===== src/rtl/nios_mtl_sysid_pkg.sv =====
// -----------------------------------------------------------------------------
// nios_mtl_sysid_pkg
//
// Shared definitions for the extended system-ID peripheral:
//   - word offsets of the Avalon-MM register map
//   - bit positions inside the STATUS register
//   - the default SYSTEM_ID constant
//   - small helpers for byte-lane merging and STATUS word assembly
// -----------------------------------------------------------------------------
package nios_mtl_sysid_pkg;

   // Register map, word offsets
   localparam logic [2:0] OFS_ID      = 3'd0;
   localparam logic [2:0] OFS_TS      = 3'd1;
   localparam logic [2:0] OFS_UPLO    = 3'd2;
   localparam logic [2:0] OFS_UPHI    = 3'd3;
   localparam logic [2:0] OFS_SCRATCH = 3'd4;
   localparam logic [2:0] OFS_STATUS  = 3'd5;

   // STATUS register layout
   localparam int unsigned STATUS_OVF_BIT   = 0;
   localparam int unsigned STATUS_WIDTH_LSB = 8;
   localparam int unsigned STATUS_WIDTH_MSB = 15;
   localparam int unsigned STATUS_UPEN_BIT  = 16;

   localparam logic [31:0] SYSID_DEFAULT = 32'h5A0F_0001;

   // Replace only the byte lanes selected by be.
   function automatic logic [31:0] be_merge(input logic [31:0] old_v,
                                            input logic [31:0] wdata,
                                            input logic [3:0]  be);
      logic [31:0] r;
      r = old_v;
      for (int i = 0; i < 4; i++) begin
         if (be[i]) begin
            r[8*i +: 8] = wdata[8*i +: 8];
         end
      end
      return r;
   endfunction

   function automatic logic [31:0] status_pack(input logic [7:0] width,
                                               input logic       upen,
                                               input logic       ovf);
      logic [31:0] r;
      r = '0;
      r[STATUS_OVF_BIT]                    = ovf;
      r[STATUS_WIDTH_MSB:STATUS_WIDTH_LSB] = width;
      r[STATUS_UPEN_BIT]                   = upen;
      return r;
   endfunction

endpackage


===== src/rtl/nios_mtl_sysid_uptime.sv =====
// -----------------------------------------------------------------------------
// nios_mtl_sysid_uptime
//
// Free-running uptime counter with a high-word shadow and sticky wrap flag.
//
// Ports:
//   clock      in   system clock
//   reset_n    in   asynchronous active-low reset
//   capture    in   copy counter[UPTIME_WIDTH-1:32] into the shadow this cycle
//   clear      in   load the counter with 0 instead of incrementing
//   ovf_clr    in   clear the sticky overflow flag
//   lo         out  live counter[31:0]
//   hi_shadow  out  shadowed high word, zero-extended to 32 bits
//   ovf        out  sticky wrap flag
//
// UPTIME_WIDTH must lie in 33..64.
// -----------------------------------------------------------------------------
module nios_mtl_sysid_uptime #(
   parameter int unsigned UPTIME_WIDTH = 64
) (
   input  logic        clock,
   input  logic        reset_n,
   input  logic        capture,
   input  logic        clear,
   input  logic        ovf_clr,
   output logic [31:0] lo,
   output logic [31:0] hi_shadow,
   output logic        ovf
);

   localparam int unsigned HiWidth = UPTIME_WIDTH - 32;

   logic [UPTIME_WIDTH-1:0] cnt_q, cnt_d;
   logic [HiWidth-1:0]      shadow_q, shadow_d;
   logic                    ovf_q, ovf_d;
   logic                    wrap;

   always_comb begin
      cnt_d    = cnt_q + UPTIME_WIDTH'(1);
      shadow_d = shadow_q;
      ovf_d    = ovf_q;
      // A clear in the wrap cycle suppresses the wrap.
      wrap     = (&cnt_q) & ~clear;

      if (clear) begin
         cnt_d = '0;
      end

      // Shadow takes the pre-increment value, coherent with lo read this cycle.
      if (capture) begin
         shadow_d = cnt_q[UPTIME_WIDTH-1:32];
      end

      // Set has priority over a software clear in the same cycle.
      if (wrap) begin
         ovf_d = 1'b1;
      end else if (ovf_clr) begin
         ovf_d = 1'b0;
      end
   end

   always_ff @(posedge clock or negedge reset_n) begin
      if (!reset_n) begin
         cnt_q    <= '0;
         shadow_q <= '0;
         ovf_q    <= 1'b0;
      end else begin
         cnt_q    <= cnt_d;
         shadow_q <= shadow_d;
         ovf_q    <= ovf_d;
      end
   end

   assign lo        = cnt_q[31:0];
   assign hi_shadow = 32'(shadow_q);
   assign ovf       = ovf_q;

endmodule


===== src/rtl/nios_mtl_sysid_ext.sv =====
// -----------------------------------------------------------------------------
// nios_mtl_sysid_ext
//
// Extended Avalon-MM system-ID slave: fixed ID and build timestamp, optional
// 64-bit (parametrisable) uptime counter with coherent two-word reads, a
// byte-writable scratch register and a STATUS register. Reads have a fixed
// latency of one clock and no waitrequest.
//
// Build option: define SYSID_UPTIME_EN to include the uptime counter, its
// high-word shadow and the OVF flag. Without it UPLO/UPHI and STATUS bits 0
// and 16 read 0 and UPLO writes do nothing.
//
// Ports:
//   clock          in   system clock
//   reset_n        in   asynchronous active-low reset
//   address[2:0]   in   word offset
//   read           in   single-cycle read strobe
//   write          in   single-cycle write strobe
//   writedata[31:0] in  write data
//   byteenable[3:0] in  write byte lanes
//   readdata[31:0] out  registered read data, held between reads
//   readdatavalid  out  one-cycle pulse, one clock after read
// -----------------------------------------------------------------------------
module nios_mtl_sysid_ext
   import nios_mtl_sysid_pkg::*;
#(
   parameter logic [31:0] SYSTEM_ID     = SYSID_DEFAULT,
   parameter logic [31:0] TIMESTAMP     = 32'd1460600513,
   parameter int unsigned UPTIME_WIDTH  = 64,
   parameter logic [31:0] SCRATCH_RESET = 32'h0000_0000
) (
   input  logic        clock,
   input  logic        reset_n,
   input  logic [2:0]  address,
   input  logic        read,
   input  logic        write,
   input  logic [31:0] writedata,
   input  logic [3:0]  byteenable,
   output logic [31:0] readdata,
   output logic        readdatavalid
);

   logic [31:0] readdata_q, readdata_d;
   logic        rdv_q, rdv_d;
   logic [31:0] scratch_q, scratch_d;
   logic [31:0] rd_word;

   logic [31:0] uptime_lo;
   logic [31:0] uptime_hi;
   logic        uptime_ovf;
   logic        uptime_en;

`ifdef SYSID_UPTIME_EN
   logic up_capture;
   logic up_clear;
   logic up_ovf_clr;

   always_comb begin
      up_capture = read  & (address == OFS_UPLO);
      up_clear   = write & (address == OFS_UPLO);
      up_ovf_clr = write & (address == OFS_STATUS) & byteenable[0]
                   & writedata[STATUS_OVF_BIT];
   end

   nios_mtl_sysid_uptime #(
      .UPTIME_WIDTH (UPTIME_WIDTH)
   ) u_uptime (
      .clock     (clock),
      .reset_n   (reset_n),
      .capture   (up_capture),
      .clear     (up_clear),
      .ovf_clr   (up_ovf_clr),
      .lo        (uptime_lo),
      .hi_shadow (uptime_hi),
      .ovf       (uptime_ovf)
   );

   assign uptime_en = 1'b1;
`else
   assign uptime_lo  = '0;
   assign uptime_hi  = '0;
   assign uptime_ovf = 1'b0;
   assign uptime_en  = 1'b0;
`endif

   // Read mux works on current register values, so a read coinciding with a
   // write returns the pre-write contents.
   always_comb begin
      rd_word = '0;
      unique case (address)
         OFS_ID:      rd_word = SYSTEM_ID;
         OFS_TS:      rd_word = TIMESTAMP;
         OFS_UPLO:    rd_word = uptime_lo;
         OFS_UPHI:    rd_word = uptime_hi;
         OFS_SCRATCH: rd_word = scratch_q;
         OFS_STATUS:  rd_word = status_pack(8'(UPTIME_WIDTH), uptime_en, uptime_ovf);
         default:     rd_word = '0;
      endcase
   end

   always_comb begin
      readdata_d = readdata_q;
      rdv_d      = read;
      scratch_d  = scratch_q;

      if (read) begin
         readdata_d = rd_word;
      end

      if (write && (address == OFS_SCRATCH)) begin
         scratch_d = be_merge(scratch_q, writedata, byteenable);
      end
   end

   always_ff @(posedge clock or negedge reset_n) begin
      if (!reset_n) begin
         readdata_q <= '0;
         rdv_q      <= 1'b0;
         scratch_q  <= SCRATCH_RESET;
      end else begin
         readdata_q <= readdata_d;
         rdv_q      <= rdv_d;
         scratch_q  <= scratch_d;
      end
   end

   assign readdata      = readdata_q;
   assign readdatavalid = rdv_q;

endmodule


===== config.mk =====
export PLATFORM = sky130hd
export DESIGN_NAME = nios_mtl_sysid_ext
export DESIGN_NICKNAME = d
export VERILOG_FILES = /design/src/rtl/nios_mtl_sysid_pkg.sv /design/src/rtl/nios_mtl_sysid_uptime.sv /design/src/rtl/nios_mtl_sysid_ext.sv
export SDC_FILE = /design/constraint.sdc
export NUM_CORES = 1
export LEC_CHECK = 0
export CAP_MARGIN = 0
export CORE_MARGIN = 2
export CORE_UTILIZATION = 50
export CTS_BUF_LIST = sky130_fd_sc_hd__clkbuf_8
export DETAILED_ROUTE_END_ITERATION = 6
export PLACE_DENSITY_LB_ADDON = 0.08
export SLEW_MARGIN = 20
export SYNTH_ARGS = -nofsm -noshare
export SYNTH_HDL_FRONTEND = slang
export SYNTH_SLANG_ARGS = --single-unit

===== constraint.sdc =====
create_clock -name clock -period 0.9 [get_ports clock]
set_input_delay 0.18 -clock clock [delete_from_list [all_inputs] [get_ports clock]]
set_output_delay 0.18 -clock clock [all_outputs]
set_load 0.05 [all_outputs]

Word-level counts from Yosys, hierarchy flattened

Index checks and enable logic that the tools add are counted.

Reductions and logical operators: 6
Muxes and demuxes: 1
Equal/unequal tests: 3

Operator list:

| cell                                                             | count |
|---|---|
| 32-bit one-hot mux with 4 select lines                           | 1 |
| 2-bit AND reduction                                              | 4 |
| 3-bit == test (second input constant)                            | 2 |
| 3-bit by 1-bit == test with 1-bit output (second input constant) | 1 |
| 3-bit zero test                                                  | 1 |
| 1-bit logical AND                                                | 1 |

Flip-flop bits (word level): 65
Bits of input ports: 43
Output and inout port bits: 33
Logic and storage cells: 16

Depth between registers and ports, before layout

Depth after elaboration: 3
Mapped depth: 5
Depth with buffers taken out: 3

Least setup slack after synthesis

Ideal clock, no wire load.

Path kind: input -> register
Start: in address[1]
End: reg scratch_q[0]
Arrival: 1085 ps
Required time: 775 ps
Buffers on the path: 1
Path slack: -310 ps
Stages: 4
Library setup time: 125 ps
Cells stage by stage: nor4bb_2 -> buf_6 -> nand2_8 -> mux2_4

Cells in the longest elaborated chain, start to end: 3

Ends and longest elaborated chain:

| what                                 | RTL line                  | source |
|---|---|---|
| start: declaration                   | nios_mtl_sysid_ext.sv:34  | `input logic [2:0] address,` |
| 3-bit == test                        | nios_mtl_sysid_ext.sv:110 | `if (write && (address == OFS_SCRATCH)) begin` |
| 1-bit logical AND                    | nios_mtl_sysid_ext.sv:110 |  |
| 2-bit AND reduction (no source line) | n/a                       |  |
| end signal: assignment               | nios_mtl_sysid_ext.sv:123 | `scratch_q <= scratch_d;` |
| end: declaration                     | nios_mtl_sysid_ext.sv:45  | `logic [31:0] scratch_q, scratch_d;` |

Every way passes these cells.
A chain may end at the register's enable or synchronous reset.

Worst setup path after layout

Start: reg readdata_q[5], in the netlist readdata[5]
End: out readdata[5]

RTL lines:

| what                     | RTL line                  | source |
|---|---|---|
| start: declaration       | nios_mtl_sysid_ext.sv:43  | `logic [31:0] readdata_q, readdata_d;` |
| start signal: assignment | nios_mtl_sysid_ext.sv:121 | `readdata_q <= readdata_d;` |
| end: declaration         | nios_mtl_sysid_ext.sv:39  | `output logic [31:0] readdata,` |

No word-level cell between the ends.

==> impl_metrics.tcl <==
set metrics [dict create \
    nets 361 \
    wl_um 6400 \
    syn_avg_cell_area_um2 12.8 \
    clock_latency_ns 0.33 \
    drive_above_1_share 0.375 \
    cpPeakStageDelay_ns 0.43 \
    final_max_slew_viol_count 0 \
    crit_required_ns 0.72 \
    path_class "reg2out" \
    port_buffers 75 \
    synth_top_family_by_area "multiplexers" \
    num_antenna_cells 0 \
    fin_crit_ns 1.10 \
    setup_tns_ns -8.99 \
    max-slew-margin-rel 0.773 \
    synth.top_cell.area_share 0.586 \
    ys_ff_latch 65 \
    synthMuxAreaShare 0.173 \
    grt_pass1_wl_um 10500 \
    failed_checks "negative setup slack" \
    cts_tree "yes" \
    path_max_fanout 2 \
    coreArea_um2 5440 \
    synth_edf_count 0 \
    grt_pass1_vias 2147 \
    max_freq_mhz 908 \
    max-cap-violations 0 \
    synth_commonest_cells "dfrtp_1 (65), inv_1 (33), mux2_4 (32)" \
    ant_nets 0 \
    syn_area_um2 2770 \
    io_pins 76 \
    synthCells 217 \
    slowest_stage "dfrtp_1" \
    drt_iter0_drc 107 \
    worstPathArrival_ns 0.92 \
    synthXorXnorAreaFrac 0 \
    cts.reportedPaths.clkPinSlew_ns 0.07 \
    startpoint_type "flop" \
    pre_cts_ws_ns -0.869 \
    ys_seq_area_frac 0.586 \
    post_synth_fa_ha_maj_area_fraction 0 \
    crit_buf_inv 1 \
    setup_ws_ns -0.201 \
    wl_per_cell_um 16.2 \
    ctsHtreeMaxLevel 3 \
    synth-simple-area-share 0.0726 \
    syn_to_final_growth_pct 56.7 \
    drc 0 \
    synth_area_leader_cell "dfrtp_1" \
    clock_sink_count 65 \
    cts_root_buf "clkbuf_8" \
    async_flop_share 1.00 \
    grt_max_degree 27 \
    yosys.cell_types.count 20 \
    track_usage 0.226 \
    tightest_slew_ns 0.341 \
    die_x_um 78.5 \
    grt_remaining_overflow 0 \
    finalCritPeriodShare 1.22 \
    grt_setup_unrepaired "yes" \
    p_leak_uw 0.00202 \
    status "complete, but fails checks" \
    rows 27 \
    ys_warn_count 0 \
    synth.net_count 260 \
    peakVddDrop_mv 1.12 \
    start_util 0.510 \
    synth_compound_area_frac 0.105 \
    synth.most_common_cell "dfrtp_1" \
    dieArea_um2 6160 \
    dp_cells 366 \
    hold_path.class "in2reg" \
    numCtsBuffers 9 \
    dr.pass1.iters 4 \
    fin_cells 395 \
    crit_path_end_kind "output pin" \
    hpwl_um 4370 \
    cp_top_family "flip-flops" \
    die_h_um 78.5 \
    yosys-top-cells-area "dfrtp_1 (59%), mux2_4 (17%), inv_1 (4.5%), o22ai_1 (4.1%), nand2_8 (2.9%)" \
    path_cells "buf_12" \
    ys.flop_type "dfrtp_1" \
    vias 1982 \
    drt-vias-per-instance 5.02 \
    hold_viol 0 \
    finalClockSkew_ns 0.00835 \
    clock_tree.buffer_depth 2 \
    gp_congestion 0.762 \
    setup_viol 65 \
    antenna_found_initial 0 \
    p_per_area_nw_per_um2 1790 \
]
metal layers:
metal  wire length, um  share of wire  global-route usage  up-vias
met1              2870           0.45               0.313      988
met2              3120           0.49               0.347       56
li1                  -              -                   -      927
met5                 0              0                   0        -
met4                91          0.014               0.102        0
met3               323          0.050              0.0471       11
where the power goes:
group	switching (uW)	leakage [uW]	total, uW	internal (uW)
clock	1060	0.0000911	2190	1130
combinational	776	0.00109	1920	1150
sequential	323	0.000834	3680	3350
area by class of cell:
class	instances	area (um^2)
Sequential cell	65	1630
Timing Repair Buffer	100	1300
Fill cell	297	1090
Multi-Input combinational cell	109	1020
Clock buffer	11	151
Inverter	33	124
Tap cell	72	90.1
Clock inverter	5	30.0
cell families (layout without fill, tap and decap cells):
kind of cell | after synthesis | count (layout)
multiplexers | 32 | 32
buffers and inverters | 44 | 149
AO/OA/AOI/OAI | 50 | 50
flip-flops | 65 | 65
AND/OR/NAND/NOR | 26 | 27
worst reg2reg max path: stages (launching register included):
cell	delay, ns
dfrtp_1	0.41
buf_4	0.15
buf_4	0.12
inv_1	0.04
o21ai_1	0.05
sequential cells by signal, indices dropped and copies added (netlist names):
name and flops:
readdata 32, readdatavalid 1, scratch_q 32
placed cells by master, fill, tap and decap left out, types with 2 or more instances in the layout:
| cell type | netlist | layout |
|---|---|---|
| clkinv_2 | 0 | 3 |
| dfrtp_1 | 65 | 65 |
| nand3_1 | 2 | 2 |
| a21oi_1 | 11 | 11 |
| buf_12 | 0 | 36 |
| nand2_8 | 4 | 4 |
| clkinvlp_4 | 0 | 2 |
| nand2b_1 | 3 | 2 |
| mux2_4 | 32 | 32 |
| o21ai_0 | 9 | 2 |
| buf_2 | 2 | 4 |
| and4bb_4 | 0 | 2 |
| o22ai_1 | 18 | 17 |
| buf_6 | 1 | 3 |
| a21boi_0 | 7 | 6 |
| o21ai_1 | 5 | 12 |
| clkbuf_8 | 0 | 11 |
| inv_1 | 33 | 33 |
| clkdlybuf4s50_1 | 0 | 36 |
| nand2_1 | 12 | 12 |
| buf_4 | 0 | 18 |
through the flow:
step	cell area, um^2	utilization	hold slack [ns]	total power (uW)
finish	4350	0.799	0.272	7790
global route	4350	0.799	0.278	8130
CTS	4310	0.793	0.275	7810
detailed placement	4030	0.741	0.102	5570
global placement	4030	0.741	0.101	5520
floorplan	2810	-	-0.116	4650
repair_timing:
action | 4_1_cts | 5_1_grt
pin swaps | 2 | 0
resized for setup | 27 | 3
cloned | 2 | 0
hold buffers | 1 | 0
setup endpoints to repair | 97 | 67
setup buffers | 6 | 4
hold endpoints to repair | 9 | 0
worst paths after layout:
check	start	end	slack (ns)	depth (start not counted)
min in group asynchronous	reset_n	readdata[26]$_DFFE_PN0P_	0.28	2
hold / removal	address[1]	readdata[27]$_DFFE_PN0P_	0.27	5
setup / recovery	readdata[5]$_DFFE_PN0P_	readdata[5]	-0.20	1
max in group asynchronous	reset_n	scratch_q[17]$_DFFE_PN0P_	0.17	3
setup reg to reg	readdata[2]$_DFFE_PN0P_	readdata[2]$_DFFE_PN0P_	0.01	4
hold reg to reg	scratch_q[22]$_DFFE_PN0P_	readdata[22]$_DFFE_PN0P_	0.50	2
(Power assumes the default switching activity.)
